File: src/rtl/survivor_traceback_if.sv
// Decision-vector input and decoded-bit output handshakes
// between the ACS array, the traceback stage and the bit consumer.
interface survivor_traceback_if #(
  parameter int STATE_BITS = 2
);
  localparam int NUM_STATES = 1 << STATE_BITS;

  logic                  dec_valid;
  logic [NUM_STATES-1:0] dec_in;
  logic                  dec_last;
  logic                  in_ready;
  logic                  bit_out;
  logic                  bit_valid;
  logic                  bit_last;
  logic                  out_ready;

  modport master (
    output dec_valid, dec_in, dec_last, out_ready,
    input  in_ready, bit_out, bit_valid, bit_last
  );

  modport slave (
    input  dec_valid, dec_in, dec_last, out_ready,
    output in_ready, bit_out, bit_valid, bit_last
  );
endinterface

File: src/rtl/survivor_traceback.sv
// Viterbi survivor memory and traceback: stores ACS decisions per step,
// traces back from state 0 at frame end, streams bits in forward order.
module survivor_traceback #(
  parameter int STATE_BITS = 2,
  parameter int ADDR_BITS  = 8
) (
  input logic                 clk,
  input logic                 reset,
  survivor_traceback_if.slave bus
);
  localparam int NUM_STATES = 1 << STATE_BITS;
  localparam int MAX_LEN    = 1 << ADDR_BITS;
  localparam logic [ADDR_BITS-1:0] LAST_ADDR = ADDR_BITS'(MAX_LEN - 1);

  typedef enum logic [1:0] {
    COLLECT,
    TRACE,
    OUTPUT
  } state_e;

  state_e                state_q, state_d;
  logic [ADDR_BITS-1:0]  wr_cnt_q, wr_cnt_d;
  logic [ADDR_BITS-1:0]  ptr_q, ptr_d;
  logic [ADDR_BITS-1:0]  rd_q, rd_d;
  logic [ADDR_BITS:0]    len_q, len_d;
  logic [STATE_BITS-1:0] tb_state_q, tb_state_d;

  logic [NUM_STATES-1:0] mem_q [MAX_LEN];
  logic [MAX_LEN-1:0]    bitbuf_q;

  logic                  mem_we;
  logic                  buf_we;
  logic [NUM_STATES-1:0] d_vec;
  logic                  d_sel;
  logic [STATE_BITS-1:0] tb_next;
  logic                  out_last;

  assign d_vec = mem_q[ptr_q];
  assign d_sel = d_vec[tb_state_q];

  // Predecessor of s: shift the chosen decision bit in at the LSB.
  if (STATE_BITS == 1) begin : g_tb1
    assign tb_next = d_sel;
  end else begin : g_tbn
    assign tb_next = {tb_state_q[STATE_BITS-2:0], d_sel};
  end

  assign out_last      = ({1'b0, rd_q} == (len_q - 1'b1));
  assign bus.in_ready  = (state_q == COLLECT);
  assign bus.bit_valid = (state_q == OUTPUT);
  assign bus.bit_last  = (state_q == OUTPUT) && out_last;
  assign bus.bit_out   = (state_q == OUTPUT) && bitbuf_q[rd_q];

  always_comb begin
    state_d    = state_q;
    wr_cnt_d   = wr_cnt_q;
    ptr_d      = ptr_q;
    rd_d       = rd_q;
    len_d      = len_q;
    tb_state_d = tb_state_q;
    mem_we     = 1'b0;
    buf_we     = 1'b0;
    unique case (state_q)
      COLLECT: begin
        if (bus.dec_valid) begin
          mem_we   = 1'b1;
          wr_cnt_d = wr_cnt_q + 1'b1;
          if (bus.dec_last || wr_cnt_q == LAST_ADDR) begin
            len_d      = {1'b0, wr_cnt_q} + 1'b1;
            ptr_d      = wr_cnt_q;
            tb_state_d = '0;
            state_d    = TRACE;
          end
        end
      end
      TRACE: begin
        buf_we     = 1'b1;
        tb_state_d = tb_next;
        if (ptr_q == '0) begin
          rd_d    = '0;
          state_d = OUTPUT;
        end else begin
          ptr_d = ptr_q - 1'b1;
        end
      end
      OUTPUT: begin
        if (bus.out_ready) begin
          if (out_last) begin
            wr_cnt_d = '0;
            state_d  = COLLECT;
          end else begin
            rd_d = rd_q + 1'b1;
          end
        end
      end
      default: state_d = COLLECT;
    endcase
  end

  always_ff @(posedge clk) begin
    if (reset) begin
      state_q    <= COLLECT;
      wr_cnt_q   <= '0;
      ptr_q      <= '0;
      rd_q       <= '0;
      len_q      <= '0;
      tb_state_q <= '0;
    end else begin
      state_q    <= state_d;
      wr_cnt_q   <= wr_cnt_d;
      ptr_q      <= ptr_d;
      rd_q       <= rd_d;
      len_q      <= len_d;
      tb_state_q <= tb_state_d;
    end
  end

  // Storage is never cleared; only valid frame contents are ever read.
  always_ff @(posedge clk) begin
    if (!reset && mem_we) mem_q[wr_cnt_q] <= bus.dec_in;
    if (!reset && buf_we) bitbuf_q[ptr_q] <= tb_state_q[STATE_BITS-1];
  end
endmodule

File: src/flat_wrapper.sv
// flat-port wrapper written by rule: the top's interface ports become plain ports
module survivor_traceback_flat 
#(
  parameter int STATE_BITS = 2,
  parameter int ADDR_BITS  = 8
)
  (clk, reset, bus_dec_valid, bus_dec_in, bus_dec_last, bus_out_ready, bus_in_ready, bus_bit_out, bus_bit_valid, bus_bit_last);
  survivor_traceback_if #(.STATE_BITS(STATE_BITS)) bus_i ();
  input logic clk;
  input logic reset;
  input wire logic [$bits(bus_i.dec_valid)-1:0] bus_dec_valid;
  input wire logic [$bits(bus_i.dec_in)-1:0] bus_dec_in;
  input wire logic [$bits(bus_i.dec_last)-1:0] bus_dec_last;
  input wire logic [$bits(bus_i.out_ready)-1:0] bus_out_ready;
  output wire logic [$bits(bus_i.in_ready)-1:0] bus_in_ready;
  output wire logic [$bits(bus_i.bit_out)-1:0] bus_bit_out;
  output wire logic [$bits(bus_i.bit_valid)-1:0] bus_bit_valid;
  output wire logic [$bits(bus_i.bit_last)-1:0] bus_bit_last;
  assign bus_i.dec_valid = bus_dec_valid;
  assign bus_i.dec_in = bus_dec_in;
  assign bus_i.dec_last = bus_dec_last;
  assign bus_i.out_ready = bus_out_ready;
  assign bus_in_ready = bus_i.in_ready;
  assign bus_bit_out = bus_i.bit_out;
  assign bus_bit_valid = bus_i.bit_valid;
  assign bus_bit_last = bus_i.bit_last;
  survivor_traceback #(.STATE_BITS(STATE_BITS), .ADDR_BITS(ADDR_BITS)) u_core (.clk(clk), .reset(reset), .bus(bus_i));
endmodule
File: config.mk
export PLATFORM = sky130hd
export DESIGN_NAME = survivor_traceback_flat
export DESIGN_NICKNAME = d
export VERILOG_FILES = /design/src/rtl/survivor_traceback_if.sv /design/src/rtl/survivor_traceback.sv /design/src/flat_wrapper.sv
export SDC_FILE = /design/constraint.sdc
export NUM_CORES = 1
export LEC_CHECK = 0
export CAP_MARGIN = 20
export CORE_UTILIZATION = 40
export DETAILED_ROUTE_END_ITERATION = 8
export HOLD_SLACK_MARGIN = 0.15
export PLACE_DENSITY = 0.51
export SLEW_MARGIN = 20
export SYNTH_ARGS = -nofsm -noshare
export SYNTH_HDL_FRONTEND = slang
export SYNTH_SLANG_ARGS = --single-unit
File: constraint.sdc
create_clock -name clk -period 8.3 [get_ports clk]
set_input_delay 1.245 -clock clk [delete_from_list [all_inputs] [get_ports clk]]
set_output_delay 1.245 -clock clk [all_outputs]
set_load 0.01 [all_outputs]
==> run summary <==
Most frequent cell after synthesis: edfxtp_1
Vias in the first global route: 29650
Utilization after layout: 45.24%
Layout Nets: 3102
Starting Density: 40.51%
FF-to-FF path depth: 9
Via count: 28660
Slew Viols, Final: 0
CTS Hold Bufs: 0
RSZ-0062 raised after global routing: false
Final ANT Viol Nets: 0
Hold path start: u_core.tb_state_q[0]
Die width: 370.3 µm
Sinks on Clock Net: 1325
Num CTS Buffers: 147
Pin count of the biggest net entering global routing: 137
Synth cell count leaders: 1280 x edfxtp_1, 577 x nor2_1, 298 x mux4_2
Worst skew pair latency: 0.76 ns
Dpl hpwl: 83820 µm
Row cnt: 134
CP cell instances: buf_4 -> mux4_2 -> mux4_2 -> mux4_2 -> mux2i_1 -> a211oi_1 -> clkdlybuf4s50_1
Worst path arrival time: 5.02 ns
H-tree depth: 4
Hold Path End: u_core.tb_state_q[1]
Routed wire per std cell: 28.70 µm
Number of synthesized flops with an enable pin: 1280
Share of layout cells above drive strength 1: 18.77%
Endpoints failing setup: 0
CTS tree: built
Syn Area/Cell: 17.65 µm²
Synth area leader: edfxtp_1
Cells after synthesis: 3075
Highest Clock Rate: 159.7 MHz
DR iter-0 viols: 2633
Synth cell types: 70
Largest buffer count on any clock path: 3
Crit path top cell by count: mux4_2
MaxCap Viol Count: 0
Hold depth: 2
Worst Setup End Kind: output port
Setup crit start kind: register
Final non-filler cell total: 4965
GRT Overall Usage: 21.04%
Drt drc: 0
Syn Nets: 3095
Detailed Routing Iterations Pass 1: 5
First-pass GRT wire length: 209000 µm
Initial antenna violation count: 2
Worst Tran Pin Value: 1.160 ns
Seq cells post-synth: 1325
Dpl cells: 4700
Async set or reset register ratio after synthesis: 0%
Setup Buffers After CTS: 0
Worst clock skew: 0.03130 ns
Area Growth Syn to Fin: 11.68%
Synth Cell Area: 54270 µm²
Req. time, crit path: 7.05 ns
GP Congestion: 0.8280
Crit-path max FO: 42
R2R Path End: u_core.tb_state_q[0]
Die height: 370.3 µm
Hold Path Class: register to register
Boundary Pins: 13
Worst R2R Setup Slack: 3.59 ns
Root Driver: clkbuf_16
CTS resizes: 0
Core ar.: 134000 µm²
Worst VDD drop: 0.1925 mV
Endpoints failing hold: 0
Reg clk slew, reported paths: 0.05 ns
Routed Wire Length: 142500 µm
Cell Pwr Density: 245.6 nW/µm²
Fin crit share: 75.45%
WS Path Type: register to output port
Via-to-Cell Ratio: 5.772
P_leak: 17.95 nW
Crit path time final: 6.262 ns
Global route overflow: 0
Top cells by area, synth: edfxtp_1 71%, mux4_2 12%, nor2_1 4.0%
Primary FF master, synth: edfxtp_1
Slowest cell delay on critical path: 0.92 ns
Critical path's slowest cell: dfxtp_4
Status: finished, final reports clean
Slew HR: 22.42%
Total negative slack: 0 ns
Port Buffers: 12
DIE AREA: 137100 µm²
YS warnings: 0
Share of the synthesized area in the top cell type: 70.83%
Post-synthesis sequential area ratio: 72.49%
## metrics by stage
stage	hold slack (ns)	total power [mW]	setup slack, ns	instance area, µm²
global placement	0.4834	8.703	2.624	55930
global route	0.5493	15.32	1.667	60600
CTS	0.5000	15.01	1.802	60580
detailed placement	0.4834	8.718	2.664	55940
finish	0.4998	14.88	2.038	60600
floorplan	0.4532	8.280	2.796	54270
## metal layers
layer | vias up | share of wire, % | global-route usage [%]
met5 | - | 0 | 0
met4 | 0 | 2.6 | 6.588
met3 | 233 | 6.2 | 3.993
met2 | 1002 | 49 | 34.09
met1 | 15200 | 42 | 28.73
li1 | 12220 | - | -
## critical path, delay by kind of cell, from the launching register on
kind	cells	cell delay, ns
compound gates	1	0.19
buf+inv	2	1.15
flops	1	0.92
mux	4	1.95
## worst max path at each step
stage                    startpoint                   end
6_report             u_core.rd_q[0]           bus_bit_out
5_1_grt              u_core.rd_q[0]           bus_bit_out
4_1_cts              u_core.rd_q[0]           bus_bit_out
3_5_place_dp         u_core.rd_q[0]           bus_bit_out
3_3_place_gp         u_core.rd_q[0]           bus_bit_out
2_1_floorplan  u_core.tb_state_q[1]  u_core.tb_state_q[0]
## state kept, by name, summed over array words and instances, names as in the netlist, named ones only
signal             count
u_core.bitbuf_q      256
u_core.len_q           9
u_core.mem_q        1024
u_core.ptr_q           8
u_core.rd_q            8
u_core.state_q         2
u_core.tb_state_q      2
u_core.wr_cnt_q        8
## layout make-up
type                            count  area, µm²
Fill cell                       11380      73360
Sequential cell                  1325      39360
Multi-Input combinational cell   1523      13740
Clock buffer                      186       3889
Tap cell                         1768       2212
Clock inverter                     77      750.7
Timing Repair Buffer               69      593.1
Inverter                           16      60.06
Antenna cell                        1      2.502
## kinds of logic (layout without fill, tap and decap cells)
logic type | after synthesis | after routing | share of synthesized area [%]
other | 0 | 1 | 0
XOR/XNOR | 17 | 17 | 0.2744
adder cells (fa/ha/maj) | 11 | 11 | 0.2536
AO/OA/AOI/OAI | 240 | 240 | 3.108
AND/OR/NAND/NOR | 844 | 844 | 6.516
buffers and inverters | 227 | 348 | 2.292
multiplexers | 411 | 411 | 15.07
flip-flops | 1325 | 1325 | 72.49
## layout by cell type, fill, tap and decap left out, types with 20 or more instances in the layout
cell type and n:
clkinv_1 31, dfxtp_1 36, nand2_1 84, nor2b_1 25, nor3_1 26, nand3_1 47, edfxtp_1 1280, clkinv_2 23
clkbuf_16 150, mux4_1 20, mux2i_1 87, a211oi_1 20, buf_4 52, nor2_1 577, clkbuf_1 36, o21ai_0 27
o221ai_1 22, a22oi_1 32, mux4_2 298, a21oi_1 53
## power breakdown
group | total [mW] | switching, mW | internal (mW)
combinational | 1.15 | 0.730 | 0.422
sequential | 7.42 | 0.0723 | 7.35
clock | 6.31 | 2.62 | 3.69
Power figures use the tool's default switching activity.
